### src/rtl/phaser_pkg.sv
// ============================================================================
// Module  : phaser_pkg
// Purpose : Shared packer state encoding and lane/word width constants.
// Rev     : 1.0
// ============================================================================
`default_nettype none

package phaser_pkg;

  localparam int LANE_W = 16;
  localparam int FIFO_W = 32;

  typedef enum logic [1:0] {
    ST_IDLE    = 2'd0,
    ST_WAIT_LO = 2'd1,
    ST_WAIT_HI = 2'd2
  } state_t;

endpackage

`default_nettype wire

### src/rtl/dac_ovf_counter.sv
// ============================================================================
// Module  : dac_ovf_counter
// Purpose : Saturating dropped-word counter with sticky flag and clear.
// Rev     : 1.0
// ============================================================================
`default_nettype none

module dac_ovf_counter #(
  parameter int CNT_W = 16
) (
  input  logic             clk,
  input  logic             rst_n,
  input  logic             i_clr,
  input  logic             i_inc,
  output logic [CNT_W-1:0] o_count,
  output logic             o_flag
);

  logic [CNT_W-1:0] r_count;
  logic             r_flag;

  // A clear coinciding with a drop is applied first, so that drop counts as 1.
  always_ff @(posedge clk) begin
    if (!rst_n) begin
      r_count <= '0;
      r_flag  <= 1'b0;
    end else if (i_inc) begin
      if (i_clr)
        r_count <= CNT_W'(1);
      else if (r_count != {CNT_W{1'b1}})
        r_count <= r_count + 1'b1;
      r_flag <= 1'b1;
    end else if (i_clr) begin
      r_count <= '0;
      r_flag  <= 1'b0;
    end
  end

  assign o_count = r_count;
  assign o_flag  = r_flag;

endmodule

`default_nettype wire

### src/rtl/dac_sample_packer.sv
// ============================================================================
// Module  : dac_sample_packer
// Purpose : Packs pairs of DDS samples into 32-bit DAC FIFO words.
// Rev     : 1.0
// ============================================================================
`default_nettype none

module dac_sample_packer
  import phaser_pkg::*;
#(
  parameter int SAMPLE_W  = 12,
  parameter int CNT_W     = 16,
  parameter int MSB_ALIGN = 1
) (
  input  logic                clk,
  input  logic                rst_n,
  input  logic                enable,
  input  logic                sample_valid,
  input  logic [SAMPLE_W-1:0] sample_data,
  input  logic                dacfifo_full,
  input  logic                ovf_clear,
  output logic                dacfifo_write,
  output logic [FIFO_W-1:0]   dacfifo_writedata,
  output logic [CNT_W-1:0]    ovf_count,
  output logic                ovf_flag
);

  localparam int c_PAD = LANE_W - SAMPLE_W;

  state_t              r_state;
  logic [LANE_W-1:0]   r_lo;
  logic                r_write;
  logic [FIFO_W-1:0]   r_wdata;
  logic [LANE_W-1:0]   w_sext;
  logic [LANE_W-1:0]   w_conv;
  logic                w_complete;
  logic                w_drop;

  assign w_sext = LANE_W'($signed(sample_data));

  generate
    if (MSB_ALIGN != 0) begin : g_msb_align
      // Shifting the sign-extended value discards exactly the extension bits.
      assign w_conv = w_sext << c_PAD;
    end else begin : g_sign_ext
      assign w_conv = w_sext;
    end
  endgenerate

  assign w_complete = enable && sample_valid && (r_state == ST_WAIT_HI);
  assign w_drop     = w_complete && dacfifo_full;

  always_ff @(posedge clk) begin
    if (!rst_n) begin
      r_state <= ST_IDLE;
      r_lo    <= '0;
      r_write <= 1'b0;
      r_wdata <= '0;
    end else begin
      r_write <= 1'b0;
      case (r_state)
        ST_IDLE: begin
          if (enable) r_state <= ST_WAIT_LO;
        end
        ST_WAIT_LO: begin
          if (!enable) begin
            r_state <= ST_IDLE;
          end else if (sample_valid) begin
            r_lo    <= w_conv;
            r_state <= ST_WAIT_HI;
          end
        end
        ST_WAIT_HI: begin
          if (!enable) begin
            r_state <= ST_IDLE;
          end else if (sample_valid) begin
            if (!dacfifo_full) begin
              r_write <= 1'b1;
              r_wdata <= {w_conv, r_lo};
            end
            r_state <= ST_WAIT_LO;
          end
        end
        default: r_state <= ST_IDLE;
      endcase
    end
  end

  dac_ovf_counter #(
    .CNT_W (CNT_W)
  ) u_ovf_counter (
    .clk     (clk),
    .rst_n   (rst_n),
    .i_clr   (ovf_clear),
    .i_inc   (w_drop),
    .o_count (ovf_count),
    .o_flag  (ovf_flag)
  );

  assign dacfifo_write     = r_write;
  assign dacfifo_writedata = r_wdata;

endmodule

`default_nettype wire
### config.mk
export PLATFORM = sky130hd
export DESIGN_NAME = dac_sample_packer
export DESIGN_NICKNAME = d
export VERILOG_FILES = /design/src/rtl/phaser_pkg.sv /design/src/rtl/dac_ovf_counter.sv /design/src/rtl/dac_sample_packer.sv
export SDC_FILE = /design/constraint.sdc
export NUM_CORES = 1
export LEC_CHECK = 0
export CORE_ASPECT_RATIO = 0.7
export CORE_MARGIN = 2
export CORE_UTILIZATION = 45
export DETAILED_ROUTE_END_ITERATION = 8
export PLACE_DENSITY = 0.85
export SLEW_MARGIN = 40
export SYNTH_ARGS = -nofsm -noshare
export SYNTH_HDL_FRONTEND = slang
export SYNTH_SLANG_ARGS = --single-unit
### constraint.sdc
create_clock -name clk -period 2.38 [get_ports clk]
set_clock_uncertainty 0.1 [all_clocks]
set_input_delay 0.476 -clock clk [delete_from_list [all_inputs] [get_ports clk]]
set_output_delay 0.476 -clock clk [all_outputs]
set_load 0.005 [all_outputs]
==> results.sh, run 1 <==
export IMPL_synth_seq_cells=56
export IMPL_maxUsedRoutingLayer="met4"
export IMPL_synthToLayoutAreaGrowth_pct=32.1
export IMPL_cts_tree="built"
export IMPL_yosysWarningCount=0
export IMPL_status="finished clean"
export IMPL_fmax_mhz=503
export IMPL_p_int_uw=1200
export IMPL_setup_viol_count_final=0
export IMPL_gp_congestion=0.923
export IMPL_synth_seq_area_share_pct=47.1
export IMPL_powerDensity_mw_per_mm2=498
export IMPL_cts_setup_buffers=0
export IMPL_grt_setup_unrepaired="no"
export IMPL_grt_pass1_vias=1877
export IMPL_worst_hold_path_num_cells=2
export IMPL_cts_repair_resized=0
export IMPL_multi_input_area_sq_mm=0.00113
export IMPL_timing_rr_end="u_ovf_counter.o_count[4]$_SDFFE_PN0P_"
export IMPL_min_delay_start="r_lo[11]$_SDFFE_PN0P_"
export IMPL_rows=22
export IMPL_grt_max_degree=26
export IMPL_grt_pass1_wl_microns=8890
export IMPL_grt_use_total_pct=18.6
export IMPL_cp_max_fo=7
export IMPL_power_frac_clock_pct=33.9
export IMPL_drive_gt1_share_pct=7.14
export IMPL_drt_iter0_drc=163
export IMPL_critPathArrivalTime_ps=2120
export IMPL_synth_enable_flop_cells=0
export IMPL_power_frac_comb_pct=5.7
export IMPL_instances_no_fill=422
export IMPL_cp_start_kind="input port"
export IMPL_switching_power_uw=363
export IMPL_drc=0
export IMPL_die_area_sq_mm=0.00589
export IMPL_r2r_start="u_ovf_counter.o_count[0]$_SDFFE_PN0P_"
export IMPL_final_max_slew_violation_count=0
export IMPL_ant_nets=0
export IMPL_cts_buffer_depth=2
export IMPL_seqPwrFrac_pct=60.4
export IMPL_synth_area_sq_mm=0.00238
export IMPL_power_total_uw=1570
export IMPL_fillCellCount=480
export IMPL_hold_end="dacfifo_writedata[11]$_SDFFE_PN0P_"
export IMPL_insertedDiodeCount=0
export IMPL_cts_buffers=5
export IMPL_clock_latency_ps=300
export IMPL_met2WireLength_microns=2480
export IMPL_drt_pass1_iterations=4
export IMPL_synth_flop_cell="dfxtp_1"
export IMPL_cts_hold_buf=0
export IMPL_avgSynthCellArea_sq_um=8.23
export IMPL_chipHeight_microns=64.8
export IMPL_cp_required_ps=2510
export IMPL_critical_path_class="in -> reg"
export IMPL_io_pins=68
export IMPL_ir_drop_mv=0.388
export IMPL_wl_met3_microns=238
export IMPL_leakage_uw=0.00107
export IMPL_antenna_found_initial=0
export IMPL_dp_hpwl_microns=4030
export IMPL_ys_types=38
export IMPL_io_buffers=59
export IMPL_start_util_pct=46.0
export IMPL_cts_max_level=2
export IMPL_r2r_slack_ps=420
export IMPL_setup_tns_ps=0
export IMPL_routed_wirelength_microns=5470
export IMPL_postLayoutCoreUtil_pct=60.7
export IMPL_drv_cap=0
export IMPL_fp_dieW_microns=90.9
export IMPL_synthArstFlopShare_pct=0
export IMPL_cp_end_kind="flop"
export IMPL_wl_per_cell_microns=13.0
export IMPL_design_core_area_sq_mm=0.00517
export IMPL_dp_cells=414
export IMPL_seqCellArea_sq_mm=0.00112
export IMPL_fin_crit_sh_pct=83.6
export IMPL_via_per_inst=5.00
export IMPL_clkSinkCount=56
export IMPL_final_nets=368
export IMPL_hold_class="reg -> reg"
export IMPL_syn_inst=289
export IMPL_overflow=0
export IMPL_wl_met1_microns=2710
export IMPL_path_clk_slew_ps=110
export IMPL_root_buffer="clkbuf_8"
export IMPL_hold_viol=0
export IMPL_min_period_ps=1990
export IMPL_dr_total_vias=2108
export IMPL_worstRegToRegCells=5
export IMPL_netSwitchingFraction_pct=23.2
through the flow:
stage               cell area [sq um]  setup WS [ps]  hold slack (ps)
floorplan                        2400            601              332
global placement                 3050            121              338
detailed placement               3050           66.6              344
CTS                              3140            390              347
global route                     3140            323              366
finish                           3140            390              345
layout make-up:
| type | count | share of cell area [%] |
|---|---|---|
| clock inverters | 3 | 0.796 |
| well taps | 72 | 2.87 |
| flip-flops and latches | 56 | 35.7 |
| clock buffers | 5 | 2.19 |
| inverters | 5 | 0.597 |
| repair buffers | 70 | 21.8 |
| multi-input cells | 211 | 36.0 |
routing by layer:
layer	global-route usage [%]	vias to the layer above
met5	0	-
met4	3.98	0
met3	4.30	4
met2	29.6	55
met1	26.1	973
li1	-	1076
Yosys cell counts (4+ instances only):
cell / number / share of area (%)
a21boi_0: 15 / 4.7
a21oi_1: 27 / 5.7
buf_2: 7 / 1.5
buf_4: 9 / 2.8
clkbuf_1: 8 / 1.3
dfxtp_1: 56 / 47
inv_1: 5 / 0.79
nand2_1: 80 / 13
nand2b_1: 4 / 1.1
nand3_1: 8 / 1.7
nand4_1: 4 / 1.1
nor2_1: 8 / 1.3
nor3_1: 5 / 1.1
o21ai_0: 9 / 1.9
xnor2_1: 4 / 1.5
xor2_1: 6 / 2.2
power by group through the flow:
stage                     registers, uW  clock network, uW  logic, uW
after global placement              967                  0       87.3
after floorplan                     967                  0       43.3
after global routing                947                589       97.3
final                               946                531       89.3
after CTS                           946                545       88.8
after detailed placement            968                  0       88.7
cells by family (layout without fill, tap and decap cells):
| family | count (synthesis) | after routing | synth area share [%] |
|---|---|---|---|
| AND/OR/NAND/NOR | 134 | 134 | 27.7 |
| XOR/XNOR | 10 | 10 | 3.68 |
| AO/OA/AOI/OAI | 58 | 58 | 14.5 |
| other | 1 | 8 | 0.158 |
| buffers and inverters | 29 | 83 | 6.36 |
| flip-flops | 56 | 56 | 47.1 |
| adder cells (fa/ha/maj) | 1 | 1 | 0.526 |
state kept, by name, summed over array words and instances, names as in the netlist:
signal and flops:
dacfifo_writedata 24, r_state 2, u_ovf_counter.o_flag 1, dacfifo_write 1, r_lo 12, u_ovf_counter.o_count 16
worst max-delay path by stage:
stage                                                      from                                endpoint  cells past startpoint
after floorplan           u_ovf_counter.o_count[0]$_SDFFE_PN0P_  u_ovf_counter.o_count[10]$_SDFFE_PN0P_                      6
after global placement                                ovf_clear  u_ovf_counter.o_count[10]$_SDFFE_PN0P_                      5
after detailed placement                              ovf_clear  u_ovf_counter.o_count[10]$_SDFFE_PN0P_                      5
after CTS                 u_ovf_counter.o_count[6]$_SDFFE_PN0P_                            ovf_count[6]                      1
after global routing                                     enable   u_ovf_counter.o_count[4]$_SDFFE_PN0P_                      7
final                                                 ovf_clear   u_ovf_counter.o_count[4]$_SDFFE_PN0P_                      5
worst max-delay path, cell delays in order:
cell and delay, ps:
clkdlybuf4s50_1 420, nand4b_1 230, or4_4 520, or2_0 340, o21ai_0 140
placed cells by master (no fill, tap or decap), types with 2 or more instances in the layout:
cell type and n:
a21boi_0 15, a21oi_1 27, a31oi_1 2, and3_1 2, and4_1 3, and4b_1 2
buf_4 10, clkbuf_8 5, clkdlybuf4s50_1 59, conb_1 8, dfxtp_1 56, inv_1 5
inv_6 2, nand2_1 80, nand2b_1 4, nand3_1 8, nand4_1 4, nand4_2 2
nand4b_1 2, nor2_1 8, nor2b_1 3, nor3_1 5, o21ai_0 9, o31ai_1 2
or3_1 2, or4_1 2, xnor2_1 4, xor2_1 6
(Power assumes the default switching activity.)
==> run 2, diff against run 1 <==
Clock period 2.38 ns to 1.9 ns, I/O delays scaled along.
==> run 2 against run 1 <==
Compared with the run above:
- core utilization grew 3.4 points
- critical path depth decreased by 3
- wire length up 3.0%
- sequential cell count unchanged
- count of clock-buffer cells in the layout did not move
- non-clock buffer count rose by 19
- combinational power increased by 31%
- cell count rose by 4.5%
- design area is 5.6% higher
- first-iteration DRC count is 4.3% lower
- worst setup slack got worse by 330 ps
- critical path type is now reg -> out
- largest cell class unchanged
- highest routed layer unchanged
==> results.sh, run 2 (same netlist as run 1, synthesis figures left out) <==
export IMPL_antenna_found_initial=0
export IMPL_ir_drop_mv=0.352
export IMPL_gp_congestion=0.955
export IMPL_hold_viol=0
export IMPL_cts_repair_resized=1
export IMPL_p_int_uw=1510
export IMPL_root_buffer="clkbuf_8"
export IMPL_path_clk_slew_ps=100
export IMPL_min_period_ps=1840
export IMPL_cts_buffer_depth=2
export IMPL_dp_cells=433
export IMPL_timing_rr_end="u_ovf_counter.o_count[15]$_SDFFE_PN0P_"
export IMPL_die_area_sq_mm=0.00589
export IMPL_largest_reg_flops=24
export IMPL_chipHeight_microns=64.8
export IMPL_fmax_mhz=544
export IMPL_fin_crit_sh_pct=96.8
export IMPL_leakage_uw=0.00118
export IMPL_io_pins=68
export IMPL_cp_start_kind="flop"
export IMPL_layout_common_cells="nand2_1, clkdlybuf4s50_1, dfxtp_1"
export IMPL_grt_max_degree=26
export IMPL_ant_nets=0
export IMPL_design_core_area_sq_mm=0.00517
export IMPL_grt_use_total_pct=20.0
export IMPL_setup_viol_count_final=0
export IMPL_power_frac_clock_pct=34.2
export IMPL_placedInstanceArea_sq_mm=0.00322
export IMPL_power_total_uw=1980
export IMPL_netSwitchingFraction_pct=23.6
export IMPL_overflow=0
export IMPL_final_max_slew_violation_count=0
export IMPL_drive_gt1_share_pct=13.0
export IMPL_drv_cap=0
export IMPL_cts_hold_buf=0
export IMPL_mostFrequentLayoutCell="nand2_1"
export IMPL_fillCellCount=468
export IMPL_clkSinkCount=56
export IMPL_cts_max_level=2
export IMPL_final_nets=387
export IMPL_clock_latency_ps=310
export IMPL_drt_iter0_drc=156
export IMPL_hold_class="reg -> reg"
export IMPL_wl_per_cell_microns=12.8
export IMPL_drt_pass1_iterations=4
export IMPL_cp_end_kind="output port"
export IMPL_cts_setup_buffers=0
export IMPL_instances_no_fill=441
export IMPL_cts_tree="built"
export IMPL_seqPwrFrac_pct=59.9
export IMPL_cp_required_ps=1420
export IMPL_critPathArrivalTime_ps=1360
export IMPL_powerDensity_mw_per_mm2=596
export IMPL_postLayoutCoreUtil_pct=64.1
export IMPL_fp_dieW_microns=90.9
export IMPL_cp_max_fo=3
export IMPL_grt_pass1_wl_microns=9460
export IMPL_grt_pass1_vias=1943
export IMPL_stdcell_area_sq_mm=0.00332
export IMPL_insertedDiodeCount=0
export IMPL_critical_path_class="reg -> out"
export IMPL_switching_power_uw=467
export IMPL_r2r_start="u_ovf_counter.o_count[5]$_SDFFE_PN0P_"
export IMPL_dr_total_vias=2163
export IMPL_cts_buffers=5
export IMPL_dp_hpwl_microns=4220
export IMPL_io_buffers=59
export IMPL_worstRegToRegCells=4
export IMPL_synthToLayoutAreaGrowth_pct=39.5
export IMPL_hold_end="dacfifo_writedata[5]$_SDFFE_PN0P_"
export IMPL_via_per_inst=4.90
export IMPL_routed_wirelength_microns=5640
export IMPL_power_frac_comb_pct=5.9
export IMPL_rows=22
export IMPL_drc=0
export IMPL_r2r_slack_ps=80
export IMPL_fin_hold_ws_ps=346
export IMPL_worst_hold_path_num_cells=2
export IMPL_grt_setup_unrepaired="no"
export IMPL_status="finished clean"
export IMPL_start_util_pct=46.0
export IMPL_min_delay_start="r_lo[5]$_SDFFE_PN0P_"
run 2: changes by cell type in the layout (fill, tap and decap cells not counted), sizes merged:
cell,delta
clkinv,+1
buf,+19
inv,-1
run 2: worst max-delay path, stage by stage (launching register included):
cell and delay [ps]:
dfxtp_1 390, buf_4 150, clkdlybuf4s50_1 510
run 2: cell type report:
type                       instances  area (sq um)  area share, %
multi-input combinational        211          1140           34.2
clock buffer                       5          68.8           2.07
timing repair buffer              89           853           25.7
inverter                           5          18.8          0.566
clock inverter                     3          27.5          0.830
tap                               72          90.1           2.71
sequential                        56          1120           33.9
run 2: stage by stage:
| stage | TNS, ps | setup slack [ps] |
|---|---|---|
| 4_1_cts | 0 | 25.5 |
| 3_5_place_dp | -4420 | -264 |
| 3_3_place_gp | -3890 | -246 |
| 2_1_floorplan | 0 | 121 |
| 5_1_grt | 0 | 1.61 |
| 6_report | 0 | 61.3 |
run 2: worst max path at each step:
| stage | startpoint | slack (ps) | end | cells past startpoint |
|---|---|---|---|---|
| after floorplan | u_ovf_counter.o_count[0]$_SDFFE_PN0P_ | 120 | u_ovf_counter.o_count[10]$_SDFFE_PN0P_ | 6 |
| after global placement | ovf_clear | -250 | u_ovf_counter.o_count[10]$_SDFFE_PN0P_ | 5 |
| after detailed placement | ovf_clear | -260 | u_ovf_counter.o_count[6]$_SDFFE_PN0P_ | 5 |
| after CTS | u_ovf_counter.o_count[7]$_SDFFE_PN0P_ | 30 | ovf_count[7] | 2 |
| after global routing | u_ovf_counter.o_count[5]$_SDFFE_PN0P_ | 2 | u_ovf_counter.o_count[15]$_SDFFE_PN0P_ | 4 |
| final | u_ovf_counter.o_count[11]$_SDFFE_PN0P_ | 60 | ovf_count[11] | 2 |
run 2: per-layer routing:
layer / up-vias / GRT usage [%] / share of wire (%)
met5: - / 0 / 0
met3: 9 / 4.19 / 5.9
met1: 980 / 29.2 / 48
met2: 61 / 29.7 / 44
li1: 1113 / - / -
met4: 0 / 6.06 / 1.7
run 2: power groups by stage:
stage | clock network [uW] | logic [uW] | registers [uW]
2_1_floorplan | 0 | 54.2 | 1210
3_5_place_dp | 0 | 116 | 1210
6_report | 677 | 117 | 1190
4_1_cts | 699 | 117 | 1190
3_3_place_gp | 0 | 114 | 1210
5_1_grt | 758 | 129 | 1190
==> run 3, diff against run 2 <==
Settings changed: ABC_AREA from default to 1, CORE_UTILIZATION 45 to 48, PLACE_DENSITY 0.85 to 0.89, SKIP_LAST_GASP from default to 1.
==> run 3 against run 2 <==
Compared with the run above:
- count of clock-buffer cells in the layout rose by 3
- largest power group unchanged
- maximum frequency increased by 1.7%
- first-iteration DRC count grew 5.1%
- sequential power barely moved
- critical path type unchanged
- highest routed layer unchanged
- critical endpoint is now ovf_count[8]
==> results.sh, run 3 <==
export IMPL_root_buffer="clkbuf_8"
export IMPL_cp_end_kind="output port"
export IMPL_synth_enable_flop_cells=0
export IMPL_cp_top_family="buffers and inverters"
export IMPL_overflow=0
export IMPL_cts_buffer_depth=2
export IMPL_cts_hold_buf=0
export IMPL_ant_nets=0
export IMPL_slowest_stage="clkdlybuf4s50_1"
export IMPL_start_util_pct=51.0
export IMPL_clock_latency_ps=310
export IMPL_timing_rr_end="u_ovf_counter.o_count[0]$_SDFFE_PN0P_"
export IMPL_crit_chain="clkdlybuf4s50_1"
export IMPL_synth_seq_area_share_pct=44.8
export IMPL_critPathMaxStageDelay_ps=560
export IMPL_hold_class="reg -> reg"
export IMPL_io_buffers=59
export IMPL_final_max_slew_violation_count=0
export IMPL_cts_max_level=2
export IMPL_synth_flop_cell="dfxtp_1"
export IMPL_hold_end="r_state[0]$_SDFFE_PN0P_"
export IMPL_cp_required_ps=1420
export IMPL_fp_dieW_microns=90.3
export IMPL_dp_hpwl_microns=4760
export IMPL_leakage_uw=0.00135
export IMPL_design_core_area_sq_mm=0.00491
export IMPL_yosysTopAreaCellShare_pct=44.8
export IMPL_powerDensity_mw_per_mm2=599
export IMPL_cts_buffers=5
export IMPL_yosys_top_cells_area="dfxtp_1, nor2_1, nand2_1"
export IMPL_hold_viol=0
export IMPL_chipHeight_microns=64.4
export IMPL_grt_pass1_wl_microns=10800
export IMPL_drive_gt1_share_pct=11.5
export IMPL_die_area_sq_mm=0.00582
export IMPL_grt_max_degree=38
export IMPL_mostFrequentLayoutCell="nor2_1"
export IMPL_yosysTopAreaCell="dfxtp_1"
export IMPL_rows=21
export IMPL_ys_top_cells_by_count="nor2_1, nand2_1, dfxtp_1"
export IMPL_worstRegToRegCells=9
export IMPL_min_delay_start="r_state[0]$_SDFFE_PN0P_"
export IMPL_gp_congestion=0.904
export IMPL_insertedDiodeCount=0
export IMPL_synth_area_sq_mm=0.00250
export IMPL_crit_buf_inv=1
export IMPL_min_period_ps=1810
export IMPL_critical_path_class="reg -> out"
export IMPL_wl_per_cell_microns=12.9
export IMPL_grt_pass1_vias=2346
export IMPL_cp_max_fo=6
export IMPL_dp_cells=488
export IMPL_avgSynthCellArea_sq_um=7.05
export IMPL_instances_no_fill=496
export IMPL_yosysMostFrequentCell="nor2_1"
export IMPL_clkSinkCount=56
export IMPL_drc=0
export IMPL_power_total_uw=2000
export IMPL_grt_use_total_pct=23.0
export IMPL_antenna_found_initial=0
export IMPL_fin_crit_sh_pct=95.2
export IMPL_via_per_inst=4.97
export IMPL_ir_drop_mv=0.519
export IMPL_drv_cap=0
export IMPL_ys_types=29
export IMPL_worst_hold_path_num_cells=1
export IMPL_grt_setup_unrepaired="no"
export IMPL_drt_pass1_iterations=5
export IMPL_dr_total_vias=2463
export IMPL_critPathArrivalTime_ps=1330
export IMPL_yosysWarningCount=0
export IMPL_drt_iter0_drc=164
export IMPL_fmax_mhz=553
export IMPL_status="finished clean"
export IMPL_routed_wirelength_microns=6380
export IMPL_fillCellCount=415
export IMPL_largest_reg_flops=24
export IMPL_syn_inst=355
export IMPL_r2r_start="u_ovf_counter.o_count[0]$_SDFFE_PN0P_"
export IMPL_setup_viol_count_final=0
export IMPL_place_ws_ps=-164
export IMPL_io_pins=68
export IMPL_synth_seq_cells=56
export IMPL_finalWorstSetupSlack_ps=91.3
export IMPL_cp_start_kind="flop"
export IMPL_final_nets=445
export IMPL_synthArstFlopShare_pct=0
export IMPL_path_clk_slew_ps=90
export IMPL_cts_tree="built"
export IMPL_r2r_slack_ps=200
export IMPL_layout_common_cells="nor2_1, nand2_1, clkdlybuf4s50_1"
export IMPL_synthToLayoutAreaGrowth_pct=33.6
[run 3: layout make-up]
cell class	count	area (sq um)	share of cell area [%]
clock buffer	8	90.1	2.69
inverter	28	108	3.22
multi-input combinational	258	1190	35.5
sequential	56	1120	33.6
tap	69	86.3	2.58
timing repair buffer	77	751	22.4
[run 3: routing by layer]
metal | track usage, % | share of wire (%) | up-vias
li1 | - | - | 1251
met1 | 30.6 | 47 | 1125
met2 | 37.5 | 45 | 76
met3 | 4.42 | 6.2 | 11
met4 | 8.85 | 1.8 | 0
met5 | 0 | 0 | -
[run 3: through the flow]
| stage | hold slack [ps] | instance area [sq um] | util, % | setup TNS, ps |
|---|---|---|---|---|
| floorplan | 332 | 2530 | - | 0 |
| global placement | 345 | 3250 | 66.2 | -2350 |
| detailed placement | 360 | 3250 | 66.2 | -3580 |
| CTS | 373 | 3340 | 68.0 | 0 |
| global route | 390 | 3350 | 68.1 | 0 |
| finish | 374 | 3350 | 68.1 | 0 |
[run 3: worst max path at each step]
stage / cells after the start / slack (ps) / start / endpoint
floorplan: 10 / 270 / u_ovf_counter.o_count[0]$_SDFFE_PN0P_ / u_ovf_counter.o_count[7]$_SDFFE_PN0P_
global placement: 8 / -80 / sample_valid / dacfifo_writedata[7]$_SDFFE_PN0P_
detailed placement: 8 / -160 / sample_valid / dacfifo_writedata[14]$_SDFFE_PN0P_
CTS: 1 / 90 / u_ovf_counter.o_count[8]$_SDFFE_PN0P_ / ovf_count[8]
global route: 9 / 20 / u_ovf_counter.o_count[0]$_SDFFE_PN0P_ / u_ovf_counter.o_count[2]$_SDFFE_PN0P_
finish: 1 / 90 / u_ovf_counter.o_count[8]$_SDFFE_PN0P_ / ovf_count[8]
[run 3: repair_timing]
| action | CTS | global route |
|---|---|---|
| setup endpoints to repair | 0 | 1 |
| gates resized for setup | 0 | 2 |
| setup buffers | 0 | 0 |
[run 3: report_power, final]
part,leakage [uW],internal [uW],switching (uW),total (uW)
combinational,0.000847,67.8,73.9,142
clock,0.0000455,299,372,671
sequential,0.000453,1190,6.59,1190
[run 3: worst reg2reg max path: stages, from the launching register on]
cell,delay [ps]
dfxtp_2,380
ha_1,190
nand2_1,90
nor2_2,150
nand2_1,120
nor2_2,150
nand2_2,120
nand2_4,130
nand2_1,70
a21oi_1,140
[run 3: logic make-up (layout without fill, tap and decap cells)]
| family | after synthesis | after routing | share of synthesized area, % |
|---|---|---|---|
| AND/OR/NAND/NOR | 191 | 191 | 33.3 |
| AO/OA/AOI/OAI | 57 | 57 | 12.1 |
| flip-flops | 56 | 56 | 44.8 |
| buffers and inverters | 48 | 113 | 8.85 |
| adder cells (fa/ha/maj) | 1 | 1 | 0.500 |
| other | 1 | 8 | 0.150 |
| XOR/XNOR | 1 | 1 | 0.350 |
